===== src/rtl/ir_rx_pkg.sv =====
// Shared types and default timing for the IR frame receiver.
// Default timing constants assume a 50 MHz system clock.
package ir_rx_pkg;

    // Receiver FSM states
    typedef enum logic [1:0] {
        StIdle,
        StLead,
        StData,
        StDone
    } ir_state_e;

    localparam int unsigned LeadMinDef = 230000;  // 4.6 ms
    localparam int unsigned LeadMaxDef = 250000;  // 5.0 ms
    localparam int unsigned BitMinDef  = 20000;   // 0.4 ms
    localparam int unsigned OneMinDef  = 40000;   // 0.8 ms
    localparam int unsigned GapEndDef  = 150000;  // 3.0 ms
    localparam int unsigned FiltLenDef = 4;

endpackage


===== src/rtl/ir_frame_receiver_if.sv =====
// Frame output channel: valid/ready handshake plus frame payload and overrun strobe.
interface ir_frame_if #(
    parameter int unsigned MAX_BITS = 128,
    parameter int unsigned LEN_W    = 8
);
    logic                frame_valid;
    logic                frame_ready;
    logic [MAX_BITS-1:0] frame_data;
    logic [LEN_W-1:0]    frame_len;
    logic                frame_err;
    logic                overrun;

    // Receiver side produces frames
    modport master (
        output frame_valid,
        output frame_data,
        output frame_len,
        output frame_err,
        output overrun,
        input  frame_ready
    );

    // Consumer side accepts frames
    modport slave (
        input  frame_valid,
        input  frame_data,
        input  frame_len,
        input  frame_err,
        input  overrun,
        output frame_ready
    );

endinterface


===== src/rtl/ir_rx_filter.sv =====
// Input conditioning: 2-FF synchroniser followed by a deglitch filter.
// The output level is normalised so that idle is 1 and lead/space is 0
// regardless of receiver polarity. rise/fall pulse in the first cycle of a new level.
module ir_rx_filter #(
    parameter int unsigned FILT_LEN = 4,
    parameter bit          INVERT   = 1'b0
) (
    input  logic clk,
    input  logic rst_n,
    input  logic data_in,
    output logic level,
    output logic rise,
    output logic fall
);

    localparam int unsigned FCW = (FILT_LEN > 1) ? $clog2(FILT_LEN + 1) : 1;
    localparam logic [FCW-1:0] CntLast = FCW'(FILT_LEN - 1);
    // Raw pin level while the line is idle
    localparam logic RawIdle = ~INVERT;

    logic           sync1_q, sync2_q;
    logic           sample;
    logic           level_q, level_d;
    logic [FCW-1:0] cnt_q, cnt_d;
    logic           rise_q, rise_d;
    logic           fall_q, fall_d;

    assign sample = sync2_q ^ INVERT;

    // Two-stage synchroniser for the asynchronous pin
    always_ff @(posedge clk) begin
        if (!rst_n) begin
            sync1_q <= RawIdle;
            sync2_q <= RawIdle;
        end else begin
            sync1_q <= data_in;
            sync2_q <= sync1_q;
        end
    end

    // Deglitch: flip the level only after FILT_LEN consecutive disagreeing samples
    always_comb begin
        level_d = level_q;
        cnt_d   = '0;
        rise_d  = 1'b0;
        fall_d  = 1'b0;
        if (sample != level_q) begin
            if (cnt_q == CntLast) begin
                level_d = sample;
                rise_d  = sample;
                fall_d  = ~sample;
            end else begin
                cnt_d = cnt_q + 1'b1;
            end
        end
    end

    // Filter state register
    always_ff @(posedge clk) begin
        if (!rst_n) begin
            level_q <= 1'b1;
            cnt_q   <= '0;
            rise_q  <= 1'b0;
            fall_q  <= 1'b0;
        end else begin
            level_q <= level_d;
            cnt_q   <= cnt_d;
            rise_q  <= rise_d;
            fall_q  <= fall_d;
        end
    end

    assign level = level_q;
    assign rise  = rise_q;
    assign fall  = fall_q;

endmodule


===== src/rtl/ir_frame_receiver.sv =====
// IR remote frame receiver: lead detection, pulse-width bit classification,
// frame buffering and a one-deep valid/ready output register with overrun reporting.
module ir_frame_receiver
    import ir_rx_pkg::*;
#(
    parameter int unsigned MAX_BITS = 128,
    parameter int unsigned LEN_W    = 8,
    parameter int unsigned CNT_W    = 18,
    parameter int unsigned LEAD_MIN = LeadMinDef,
    parameter int unsigned LEAD_MAX = LeadMaxDef,
    parameter int unsigned BIT_MIN  = BitMinDef,
    parameter int unsigned ONE_MIN  = OneMinDef,
    parameter int unsigned GAP_END  = GapEndDef,
    parameter int unsigned FILT_LEN = FiltLenDef,
    parameter bit          INVERT   = 1'b0
) (
    input  logic       clk,
    input  logic       rst_n,
    input  logic       data_in,
    output logic       busy,
    ir_frame_if.master frame
);

    localparam logic [CNT_W-1:0] LeadMinW = CNT_W'(LEAD_MIN);
    localparam logic [CNT_W-1:0] LeadMaxW = CNT_W'(LEAD_MAX);
    localparam logic [CNT_W-1:0] BitMinW  = CNT_W'(BIT_MIN);
    localparam logic [CNT_W-1:0] OneMinW  = CNT_W'(ONE_MIN);
    localparam logic [CNT_W-1:0] GapEndW  = CNT_W'(GAP_END);
    localparam logic [LEN_W-1:0] LastBit  = LEN_W'(MAX_BITS - 1);

    logic level, rise, fall;

    ir_state_e state_q, state_d;

    logic [CNT_W-1:0]    width_q, width_d;
    logic [MAX_BITS-1:0] bits_q, bits_d;
    logic [LEN_W-1:0]    bit_cnt_q, bit_cnt_d;
    logic                err_q, err_d;

    logic                valid_q, valid_d;
    logic [MAX_BITS-1:0] data_q, data_d;
    logic [LEN_W-1:0]    len_q, len_d;
    logic                ferr_q, ferr_d;
    logic                ovr_q, ovr_d;

    logic is_bit, bit_val, gap_hit, lead_ok;
    logic frame_done, load, drop;

    ir_rx_filter #(
        .FILT_LEN (FILT_LEN),
        .INVERT   (INVERT)
    ) u_filter (
        .clk     (clk),
        .rst_n   (rst_n),
        .data_in (data_in),
        .level   (level),
        .rise    (rise),
        .fall    (fall)
    );

    // Width counter: on an edge cycle it still holds the length of the run just ended
    always_comb begin
        width_d = width_q;
        if (rise || fall) begin
            width_d = CNT_W'(1);
        end else if (width_q != '1) begin
            width_d = width_q + 1'b1;
        end
    end

    // A falling edge ends a high pulse; short ones are noise
    assign is_bit  = fall && (width_q >= BitMinW);
    assign bit_val = (width_q >= OneMinW);
    // Rise cycles carry the previous low width, so exclude them from the gap test
    assign gap_hit = level && !rise && (width_q >= GapEndW);
    assign lead_ok = (width_q >= LeadMinW) && (width_q <= LeadMaxW);

    // FSM next state and frame buffer update
    always_comb begin
        state_d   = state_q;
        bits_d    = bits_q;
        bit_cnt_d = bit_cnt_q;
        err_d     = err_q;
        unique case (state_q)
            StIdle: begin
                bits_d    = '0;
                bit_cnt_d = '0;
                err_d     = 1'b0;
                if (fall) begin
                    state_d = StLead;
                end
            end
            StLead: begin
                if (rise) begin
                    state_d = lead_ok ? StData : StIdle;
                end else if (width_q > LeadMaxW) begin
                    state_d = StIdle;
                end
            end
            StData: begin
                if (is_bit) begin
                    for (int unsigned i = 0; i < MAX_BITS; i++) begin
                        if (bit_cnt_q == LEN_W'(i)) begin
                            bits_d[i] = bit_val;
                        end
                    end
                    bit_cnt_d = bit_cnt_q + 1'b1;
                    if (bit_cnt_q == LastBit) begin
                        state_d = StDone;
                        err_d   = 1'b1;
                    end
                end else if (gap_hit) begin
                    state_d = StDone;
                    err_d   = 1'b0;
                end
            end
            StDone: begin
                state_d = StIdle;
            end
            default: begin
                state_d = StIdle;
            end
        endcase
    end

    // FSM, width counter and frame buffer registers
    always_ff @(posedge clk) begin
        if (!rst_n) begin
            state_q   <= StIdle;
            width_q   <= '0;
            bits_q    <= '0;
            bit_cnt_q <= '0;
            err_q     <= 1'b0;
        end else begin
            state_q   <= state_d;
            width_q   <= width_d;
            bits_q    <= bits_d;
            bit_cnt_q <= bit_cnt_d;
            err_q     <= err_d;
        end
    end

    // Empty frames are discarded silently in DONE
    assign frame_done = (state_q == StDone) && (bit_cnt_q != '0);
    assign load       = frame_done && (!valid_q || frame.frame_ready);
    assign drop       = frame_done && valid_q && !frame.frame_ready;

    // Output register next state: load, accept, or hold
    always_comb begin
        valid_d = valid_q;
        data_d  = data_q;
        len_d   = len_q;
        ferr_d  = ferr_q;
        ovr_d   = drop;
        if (load) begin
            valid_d = 1'b1;
            data_d  = bits_q;
            len_d   = bit_cnt_q;
            ferr_d  = err_q;
        end else if (valid_q && frame.frame_ready) begin
            valid_d = 1'b0;
        end
    end

    // Output register
    always_ff @(posedge clk) begin
        if (!rst_n) begin
            valid_q <= 1'b0;
            data_q  <= '0;
            len_q   <= '0;
            ferr_q  <= 1'b0;
            ovr_q   <= 1'b0;
        end else begin
            valid_q <= valid_d;
            data_q  <= data_d;
            len_q   <= len_d;
            ferr_q  <= ferr_d;
            ovr_q   <= ovr_d;
        end
    end

    assign frame.frame_valid = valid_q;
    assign frame.frame_data  = data_q;
    assign frame.frame_len   = len_q;
    assign frame.frame_err   = ferr_q;
    assign frame.overrun     = ovr_q;
    assign busy              = (state_q != StIdle);

endmodule


===== src/flat_wrapper.sv =====
// flat-port wrapper written by rule: the top's interface ports become plain ports
module ir_frame_receiver_flat import ir_rx_pkg::*;
#(
    parameter int unsigned MAX_BITS = 128,
    parameter int unsigned LEN_W    = 8,
    parameter int unsigned CNT_W    = 18,
    parameter int unsigned LEAD_MIN = LeadMinDef,
    parameter int unsigned LEAD_MAX = LeadMaxDef,
    parameter int unsigned BIT_MIN  = BitMinDef,
    parameter int unsigned ONE_MIN  = OneMinDef,
    parameter int unsigned GAP_END  = GapEndDef,
    parameter int unsigned FILT_LEN = FiltLenDef,
    parameter bit          INVERT   = 1'b0
)
  (clk, rst_n, data_in, busy, frame_frame_valid, frame_frame_data, frame_frame_len, frame_frame_err, frame_overrun, frame_frame_ready);
  ir_frame_if #(.MAX_BITS(MAX_BITS), .LEN_W(LEN_W)) frame_i ();
  input  logic clk;
  input  logic rst_n;
  input  logic data_in;
  output logic busy;
  output wire logic [$bits(frame_i.frame_valid)-1:0] frame_frame_valid;
  output wire logic [$bits(frame_i.frame_data)-1:0] frame_frame_data;
  output wire logic [$bits(frame_i.frame_len)-1:0] frame_frame_len;
  output wire logic [$bits(frame_i.frame_err)-1:0] frame_frame_err;
  output wire logic [$bits(frame_i.overrun)-1:0] frame_overrun;
  input wire logic [$bits(frame_i.frame_ready)-1:0] frame_frame_ready;
  assign frame_frame_valid = frame_i.frame_valid;
  assign frame_frame_data = frame_i.frame_data;
  assign frame_frame_len = frame_i.frame_len;
  assign frame_frame_err = frame_i.frame_err;
  assign frame_overrun = frame_i.overrun;
  assign frame_i.frame_ready = frame_frame_ready;
  ir_frame_receiver #(.MAX_BITS(MAX_BITS), .LEN_W(LEN_W), .CNT_W(CNT_W), .LEAD_MIN(LEAD_MIN), .LEAD_MAX(LEAD_MAX), .BIT_MIN(BIT_MIN), .ONE_MIN(ONE_MIN), .GAP_END(GAP_END), .FILT_LEN(FILT_LEN), .INVERT(INVERT)) u_core (.clk(clk), .rst_n(rst_n), .data_in(data_in), .busy(busy), .frame(frame_i));
endmodule

===== config.mk =====
export PLATFORM = sky130hd
export DESIGN_NAME = ir_frame_receiver_flat
export DESIGN_NICKNAME = d
export VERILOG_FILES = /design/src/rtl/ir_rx_pkg.sv /design/src/rtl/ir_frame_receiver_if.sv /design/src/rtl/ir_rx_filter.sv /design/src/rtl/ir_frame_receiver.sv /design/src/flat_wrapper.sv
export SDC_FILE = /design/constraint.sdc
export NUM_CORES = 1
export LEC_CHECK = 0
export CORE_ASPECT_RATIO = 1.4
export CORE_UTILIZATION = 48
export DETAILED_ROUTE_END_ITERATION = 16
export HOLD_SLACK_MARGIN = 0.12
export PLACE_DENSITY = 0.76
export SLEW_MARGIN = 20
export SYNTH_ARGS = -nofsm -noshare
export SYNTH_HDL_FRONTEND = slang
export SYNTH_SLANG_ARGS = --single-unit

===== constraint.sdc =====
create_clock -name clk -period 2 [get_ports clk]
set_clock_uncertainty 0.15 [all_clocks]
set_input_delay 0.4 -clock clk [delete_from_list [all_inputs] [get_ports clk]]
set_output_delay 0.4 -clock clk [all_outputs]
set_load 0.01 [all_outputs]

# Yosys cells after proc, flatten, opt, wreduce, memory -nomap -nowiden
# Cells that the tools add are included.
# Widths: inputs -> output; s select.
# op_classes
shifts,0
mux,148
n_eq_ne,266
order_cmp,6
n_div,0
bitwise_logic,3
multipliers,0
addsub,3
n_reduce_logical,156
# ops
op,count
$eq 8x7->1 const B,64
$reduce_and 3->1,130
$ne 2x1->1 const B,129
$eq 8x6->1 const B,32
$pmux 128 s2,1
$mux 1,135
$eq 8x5->1 const B,16
$mux 128,1
$eq 8x4->1 const B,8
$ge 18x18->1 const B,2
$eq 8x3->1 const B,4
$add 18x1->18 const B,1
$ge 18x15->1 const B,1
$ge 18x16->1 const B,1
$gt 18x18->1 const B,1
$le 18x18->1 const B,1
$ne 18x18->1 const B,1
$eq 8x2->1 const B,2
$pmux 8 s2,1
$mux 2,7
$logic_and 1x1->1,9
$add 8x1->8 const B,1
$eq 8x1->1 const B,1
$logic_not 8->1,1
22 further kinds,32
# word_totals
n_memories,0
mem_bits_ro,0
ff_bits,304
ram_bits,0
latchBits,0
in_bits,4

# Depth between registers and ports, before layout
# Gate-level depths: netlist (run 1).
# logic_depth
word_depth,6
ltp_mapped,10

# Hierarchy
# A second synthesis (run 1) with hierarchy kept.
# hier_totals
hier_cells,1580
area_unflattened_um2,14027.2
# modules_own_cells
mod,n_inst,cells_per_inst,seq_area_each_um2,area_each_um2
ir_frame_receiver,1,1558,5925.7,13754.4
ir_rx_filter,1,22,160.2,272.8

# Worst setup path before layout (run 1)
# No wires, ideal clock.
# synth_timing
kind,register to register
startpoint,register u_core.bit_cnt_q[0]
endpoint,"register u_core.data_q[100], in the netlist u_core.frame.frame_data[100]"
slack_ps,-175
path_stages_with_launch,11
arrival_ps,1893
setup_ps,132
path_cell_list,dfxtp_1 inv_1 ha_1 or3b_1 clkbuf_1 o211a_1 and2_1 buf_2 buf_2 nand2_1 a21oi_1
# synth_via
elab_chain_cells,3
# synth_rtl
element,line_no,source
start: declaration,ir_frame_receiver.sv:37,"logic [LEN_W-1:0] bit_cnt_q, bit_cnt_d;"
start signal: assignment,ir_frame_receiver.sv:138,bit_cnt_q <= bit_cnt_d;
$reduce_bool 8->1,ir_frame_receiver.sv:144,assign frame_done = (state_q == StDone) && (bit_cnt_q != '0);
$logic_and 1x1->1,ir_frame_receiver.sv:144,
$logic_and 1x1->1,ir_frame_receiver.sv:145,assign load = frame_done && (!valid_q || frame.frame_ready);
end signal: assignment,ir_frame_receiver.sv:175,data_q <= data_d;
end: declaration,ir_frame_receiver.sv:41,"logic [MAX_BITS-1:0] data_q, data_d;"
# Every way passes these cells.
# A chain may end at the register's enable or synchronous reset.

# Worst setup path in the final report (run 1)
# layout_timing
startpoint,register u_core.width_q[5]
endpoint,register u_core.bit_cnt_q[7]
# layout_via
elab_chain_cells,4
# layout_rtl
element,line_no,source
start: declaration,ir_frame_receiver.sv:35,"logic [CNT_W-1:0] width_q, width_d;"
start signal: assignment,ir_frame_receiver.sv:136,width_q <= width_d;
$ge 18x15->1,ir_frame_receiver.sv:72,assign is_bit = fall && (width_q >= BitMinW);
$logic_and 1x1->1,ir_frame_receiver.sv:72,
$ne 2x1->1 (no line),-,
$reduce_and 2->1 (no line),-,
# Every way passes these cells.

==> results.toml, run 1 <==
[routing]
first_iter_violations = 1139
vias = 11715
drc_errors = 0
drtPass1Iterations = 8
via_per_inst = 5.62
antenna_left = 0
routedWlPerCell_um = 17.7
wl_um = 36800

[timing]
setup_viol = 121
fmax_mhz = 484
hold_viol_final = 0
finalCriticalPeriod_ns = 2.07
timing.final.crit_share_pct = 103
worstMarginPinSlew_ns = 0.674
finalMaxSlewViolations = 0
rsz0062_at_grt = "yes"
finalWorstSetupSlack_ns = -0.0665
relSlewSlack_pct = 55.1

[place]
portBuffers = 143
post-place-ws_ns = -0.0949
place.gp.congestion = 0.868
hpwl_um = 22000
dp_cells = 2012

[power]
powerDensity_mw_per_mm2 = 723
irDropWorstVdd_uv = 585
power.total_mw = 11.8
leakage_nw = 6.50

[global_route]
overflow = 0
grt_max_degree = 89
grt_pass1_vias = 10958
grt_pass1_wl_um = 55600
grt_usage_pct = 25.1
antenna_found_initial = 0

[clock_tree]
cts_max_path_buffers = 3
cts_buffers = 29
cts_tree = "built"
clk_pin_slew_ns = 0.06
clk_latency_ns = 0.54
cts_root_buffer = "clkbuf_16"
cts.sinks = 304
cts.htree.levels = 1

[critical_path]
r2r_slack_ns = -0.07
startpoint_type = "register"
crit_type = "register to register"
crit_arrival_ns = 2.40
cp_slowest_stage_delay_ns = 0.51
worstPathMaxFanout = 10
path_cells = "nor4_2, buf_4, o311ai_4, a31oi_1, buf_4, or4_4, nand2_1"
worstPathRequired_ns = 2.33
critPathSlowestCell = "or4_4"
crit_path_end_kind = "register"
cp_top_family = "simple AND/OR/NAND/NOR gates"
critPathMostFrequentCell = "buf_4"
timing.critical_path.buf_inv = 2

[synth]
yosys.area.top_type = "dfxtp_1"
async_flop_share_pct = 0
syn_nets = 1598
synth.cell_area_mm2 = 0.0127
ys_seq_area_share_pct = 48.0
synthDistinctLibCells = 50
synth-edff-count = 0
ys_seq_elements = 304
synth_top_area_share_pct = 48.0
synth_commonest_cells = "568 x nand2_1, 304 x dfxtp_1, 147 x a21oi_1, 136 x o21ai_0, 131 x mux2i_1"
synth_warnings = 0
synthCells = 1586
syn_area_per_cell_um2 = 8.00
synth_most_common_cell = "nand2_1"
synth_ff_type = "dfxtp_1"
synthTopCellsByArea = "dfxtp_1 48%, nand2_1 17%, mux2i_1 10%"

[finish]
final_nets = 1753
drive_gt1_share_pct = 12.7
multi_input_area_mm2 = 0.00619
fillers = 2131
areaGrowthSynthToFinish_pct = 29.2
n_antenna_cell = 0
post-route-util_pct = 63.0
fin_cells = 2083
regArea_mm2 = 0.00610

[die]
start_util_pct = 48.8
die_w_um = 139
ios = 144
core_mm2 = 0.0260
die_height_um = 194
rows = 70
die-area_mm2 = 0.0271

[run_status]
violations = "negative setup slack"
outcome = "complete, but fails checks"

[min_path]
hold_class = "input port to register"

[job]
cap_viol_max_count = 0
==> worst paths after layout <==
kind | start | end | depth (start not counted)
worst max-delay path | u_core.width_q[5]$_SDFFE_PP0P_ | u_core.bit_cnt_q[7]$_SDFFE_PN0P_ | 7
worst min-delay path | rst_n | u_core.bit_cnt_q[7]$_SDFFE_PN0P_ | 4
worst max register to register | u_core.width_q[5]$_SDFFE_PP0P_ | u_core.bit_cnt_q[7]$_SDFFE_PN0P_ | 7
worst min register to register | u_core.u_filter.sync1_q$_SDFF_PN1_ | u_core.u_filter.sample$_SDFF_PN1_ | 1
==> worst reg2reg max path, delay by kind of cell, from the launching register on <==
family | cells | cell delay, ns
buffers and inverters | 2 | 0.32
AND/OR/NAND/NOR | 3 | 0.63
flip-flops | 1 | 0.36
AO/OA/AOI/OAI | 2 | 0.55
==> repair_timing <==
item                       4_1_cts  5_1_grt
cloned                           2       14
gates resized for setup         45       61
pin swaps                        3        7
setup endpoints to repair      251      334
setup buffers                    3        4
hold buffers                     0        0
==> state kept, by name, indices dropped and copies added, names as in the netlist, 3 cells and up, named ones only <==
signal	count
u_core.width_q	18
u_core.bit_cnt_q	8
u_core.frame.frame_data	128
u_core.u_filter.cnt_q	3
u_core.bits_q	128
u_core.frame.frame_len	8
==> routing by layer <==
metal	GRT usage (%)	routed length [um]
met5	0	0
met4	11.4	1690
met3	2.91	2410
met2	44.2	18000
met1	30.6	14700
==> cell type report <==
cell class	count	area share, %
tap	324	2.47
clock inverter	9	0.809
clock buffer	40	5.11
sequential	304	37.2
inverter	13	0.313
multi-input combinational	1142	37.8
timing repair buffer	251	16.3
==> per-stage QoR <==
stage	hold slack [ns]	setup TNS, ns	cell area, um^2
floorplan	0.236	-3.39	12800
global placement	0.256	-0.777	14800
detailed placement	0.250	-4.36	14800
CTS	0.149	-0.208	15800
global route	0.217	-10.60	16400
finish	0.202	-1.89	16400
==> cell usage in the layout, fill, tap and decap left out, types with 5 or more instances in the layout <==
master,synthesis,final
nor4_1,7,6
nor2_1,33,32
clkbuf_16,0,39
nand3_1,11,10
dfxtp_1,304,295
nor3_1,6,5
nand2b_1,5,5
dlygate4sd2_1,0,26
a21oi_1,147,144
mux2i_1,131,131
buf_6,11,5
buf_12,0,17
o211ai_1,5,5
clkdlybuf4s50_1,0,115
o21ai_0,136,133
dfxtp_2,0,7
inv_1,13,10
nor2b_1,6,6
xor2_1,7,7
a31oi_1,7,6
buf_4,12,73
or3_1,7,6
nand2_2,0,26
xnor2_1,5,5
nand4_1,6,6
nand2_1,568,537
ha_1,8,7
clkbuf_8,0,7
==> kinds of logic (layout without fill, tap and decap cells) <==
group / count (synthesis) / count (layout) / share of synthesized area (%)
XOR/XNOR: 12 / 12 / 0.828
AO/OA/AOI/OAI: 316 / 318 / 13.3
buffers and inverters: 143 / 313 / 5.50
flip-flops: 304 / 304 / 48.0
multiplexers: 131 / 131 / 10.3
adder cells (fa/ha/maj): 8 / 8 / 0.789
AND/OR/NAND/NOR: 672 / 673 / 21.3
==> report_power, final <==
| part | total (mW) | leakage (nW) | internal, mW | switching (mW) |
|---|---|---|---|---|
| Combinational | 0.153 | 3.57 | 0.0357 | 0.117 |
| Clock | 5.63 | 0.477 | 3.30 | 2.33 |
| Sequential | 6.06 | 2.45 | 6.06 | 0.00455 |
(Power assumes the default switching activity.)
==> inputs of run 2 (changes only) <==
--- a/config.mk
+++ b/config.mk
@@ -7,6 +7,7 @@
 export LEC_CHECK = 0
 export CORE_ASPECT_RATIO = 1.4
 export CORE_UTILIZATION = 48
+export CTS_CLUSTER_SIZE = 20
 export DETAILED_ROUTE_END_ITERATION = 16
 export HOLD_SLACK_MARGIN = 0.12
 export PLACE_DENSITY = 0.76
==> results of run 2 <==
Final layout, timing and power as in run 1 (identical DEF).
==> inputs of run 3 (changes only) <==
--- a/config.mk
+++ b/config.mk
@@ -9,9 +9,10 @@
 export CORE_UTILIZATION = 48
 export CTS_CLUSTER_SIZE = 20
 export DETAILED_ROUTE_END_ITERATION = 16
+export GPL_TIMING_DRIVEN = 1
 export HOLD_SLACK_MARGIN = 0.12
 export PLACE_DENSITY = 0.76
-export SLEW_MARGIN = 20
+export SKIP_CTS_REPAIR_TIMING = 1
 export SYNTH_ARGS = -nofsm -noshare
 export SYNTH_HDL_FRONTEND = slang
 export SYNTH_SLANG_ARGS = --single-unit
==> run 3 against run 2 <==
Net effect: the flow still finishes with violations (negative setup slack); worst setup slack worse by 0.0037 ns; critical path depth down 1; highest routed layer unchanged; die area unchanged; non-clock buffer count up 8; combinational power about the same; clock power about the same; global-route usage down 0.39 points.
==> results.toml, run 3 (same netlist as run 1, synthesis figures left out) <==
[run_status]
outcome = "complete, but fails checks"
violations = "negative setup slack"

[min_path]
worst_hold_path.num_cells = 4
hold_end = "u_core.bit_cnt_q[7]$_SDFFE_PN0P_"
hold_class = "input port to register"
hp-start = "rst_n"

[timing]
finalMaxSlewViolations = 0
timing.final.crit_share_pct = 104
finalCriticalPeriod_ns = 2.07
rsz0062_at_grt = "yes"
worstMarginPinSlew_ns = 0.685
setup_viol = 102
finalWorstSetupSlack_ns = -0.0703
relSlewSlack_pct = 54.3
fmax_mhz = 483
hold_viol_final = 0

[routing]
via_per_inst = 5.69
first_iter_violations = 1122
routedWlPerCell_um = 18.3
antenna_left = 0
wl_um = 38300
drtPass1Iterations = 6
drc_errors = 0
vias = 11882

[place]
portBuffers = 143
hpwl_um = 22000
dp_cells = 2012
place_area_mm2 = 0.0148
place.gp.congestion = 0.868

[clock_tree]
cts_tree = "built"
cts.sinks = 304
cts.htree.levels = 1
clk_latency_ns = 0.55
clk_pin_slew_ns = 0.07
cts_max_path_buffers = 3
cts_buffers = 29
cts_root_buffer = "clkbuf_16"

[die]
die_height_um = 194
rows = 70
core_mm2 = 0.0260
die_w_um = 139
start_util_pct = 48.8
die-area_mm2 = 0.0271
ios = 144

[critical_path]
critPathSlowestCell = "or4_1"
startpoint_type = "register"
crit_arrival_ns = 2.33
timing.critical_path.buf_inv = 1
r2r_slack_ns = -0.07
r2r_end = "u_core.frame.frame_data[121]$_SDFFE_PN0P_"
cp_top_family = "simple AND/OR/NAND/NOR gates"
r2r_cells = 6
r2r-start = "u_core.bit_cnt_q[5]$_SDFFE_PN0P_"
worstPathMaxFanout = 30
crit_type = "register to register"
crit_cells = 6
crit_path_end_kind = "register"
path_cells = "or4_1, o211a_4, and2_4, buf_12, nand2_1, a21oi_1"
cp_slowest_stage_delay_ns = 0.57
worstPathRequired_ns = 2.26

[power]
irDropWorstVdd_uv = 579
powerDensity_mw_per_mm2 = 706
leakage_nw = 7.89

[finish]
n_antenna_cell = 0
fin_cells = 2090
post-route-util_pct = 64.6
areaGrowthSynthToFinish_pct = 32.4
drive_gt1_share_pct = 13.1
final_nets = 1760
final_common_cell = "nand2_1"
fin_area_mm2 = 0.0168
final_cell_mix = "536 x nand2_1, 295 x dfxtp_1, 145 x a21oi_1"

[global_route]
grt_pass1_vias = 10833
grt_pass1_wl_um = 54800
grt_usage_pct = 24.7
grt_max_degree = 89
antenna_found_initial = 0
overflow = 0

[job]
cap_viol_max_count = 0
==> run 3: cell count changes in the layout (fill, tap and decap cells not counted), moves of 2 or more <==
cell,change
buf_12,+3
clkbuf_16,+6
clkdlybuf4s50_1,-45
dlygate4sd2_1,-26
dlymetal6s2s_1,+72
nand2_2,+2
==> run 3: power by group <==
group,switching [mW],internal [mW],total (mW)
combinational,0.118,0.0357,0.154
clock,2.35,3.30,5.65
sequential,0.00454,6.06,6.06
==> run 3: stage by stage <==
stage | hold slack, ns | total power [mW] | setup WS (ns) | TNS [ns]
after global routing | 0.211 | 12.1 | -0.106 | -7.91
after detailed placement | 0.250 | 6.35 | -0.0949 | -4.36
final | 0.169 | 11.9 | -0.0703 | -2.95
after floorplan | 0.236 | 6.30 | -0.0304 | -3.39
after global placement | 0.256 | 6.35 | -0.0500 | -0.777
after CTS | 0.149 | 11.9 | -0.330 | -8.41
==> run 3: worst max path at each step <==
stage	startpoint	to	slack (ns)
6_report	u_core.bit_cnt_q[5]$_SDFFE_PN0P_	u_core.frame.frame_data[121]$_SDFFE_PN0P_	-0.07
5_1_grt	u_core.bit_cnt_q[5]$_SDFFE_PN0P_	u_core.frame.frame_data[94]$_SDFFE_PN0P_	-0.11
4_1_cts	u_core.state_q[0]$_SDFFE_PN0P_	busy	-0.33
3_5_place_dp	u_core.width_q[16]$_SDFFE_PP0P_	u_core.bits_q[58]$_SDFFE_PN0P_	-0.09
3_3_place_gp	u_core.width_q[16]$_SDFFE_PP0P_	u_core.bits_q[117]$_SDFFE_PN0P_	-0.05
2_1_floorplan	u_core.bit_cnt_q[1]$_SDFFE_PN0P_	u_core.frame.frame_data[0]$_SDFFE_PN0P_	-0.03
==> run 3: worst min-delay path, cell delays in order <==
cell and delay (ns):
buf_4 0.15, nand2_1 0.09, or4_1 0.11, nand2_1 0.05
==> run 3: metal layers <==
| layer | routed length [um] | global-route usage, % | vias up |
|---|---|---|---|
| met5 | 0 | 0 | - |
| met4 | 1970 | 10.2 | 0 |
| met3 | 2570 | 2.69 | 144 |
| met2 | 18500 | 44.0 | 496 |
| met1 | 15200 | 30.2 | 5672 |
| li1 | - | - | 5570 |
==> run 3: layout make-up <==
type / count / area [um^2]
tap: 324 / 405
timing repair buffer: 259 / 3090
fill: 2035 / 9210
clock inverter: 9 / 133
inverter: 13 / 51.3
multi-input combinational: 1141 / 6180
sequential: 304 / 6100
clock buffer: 40 / 837
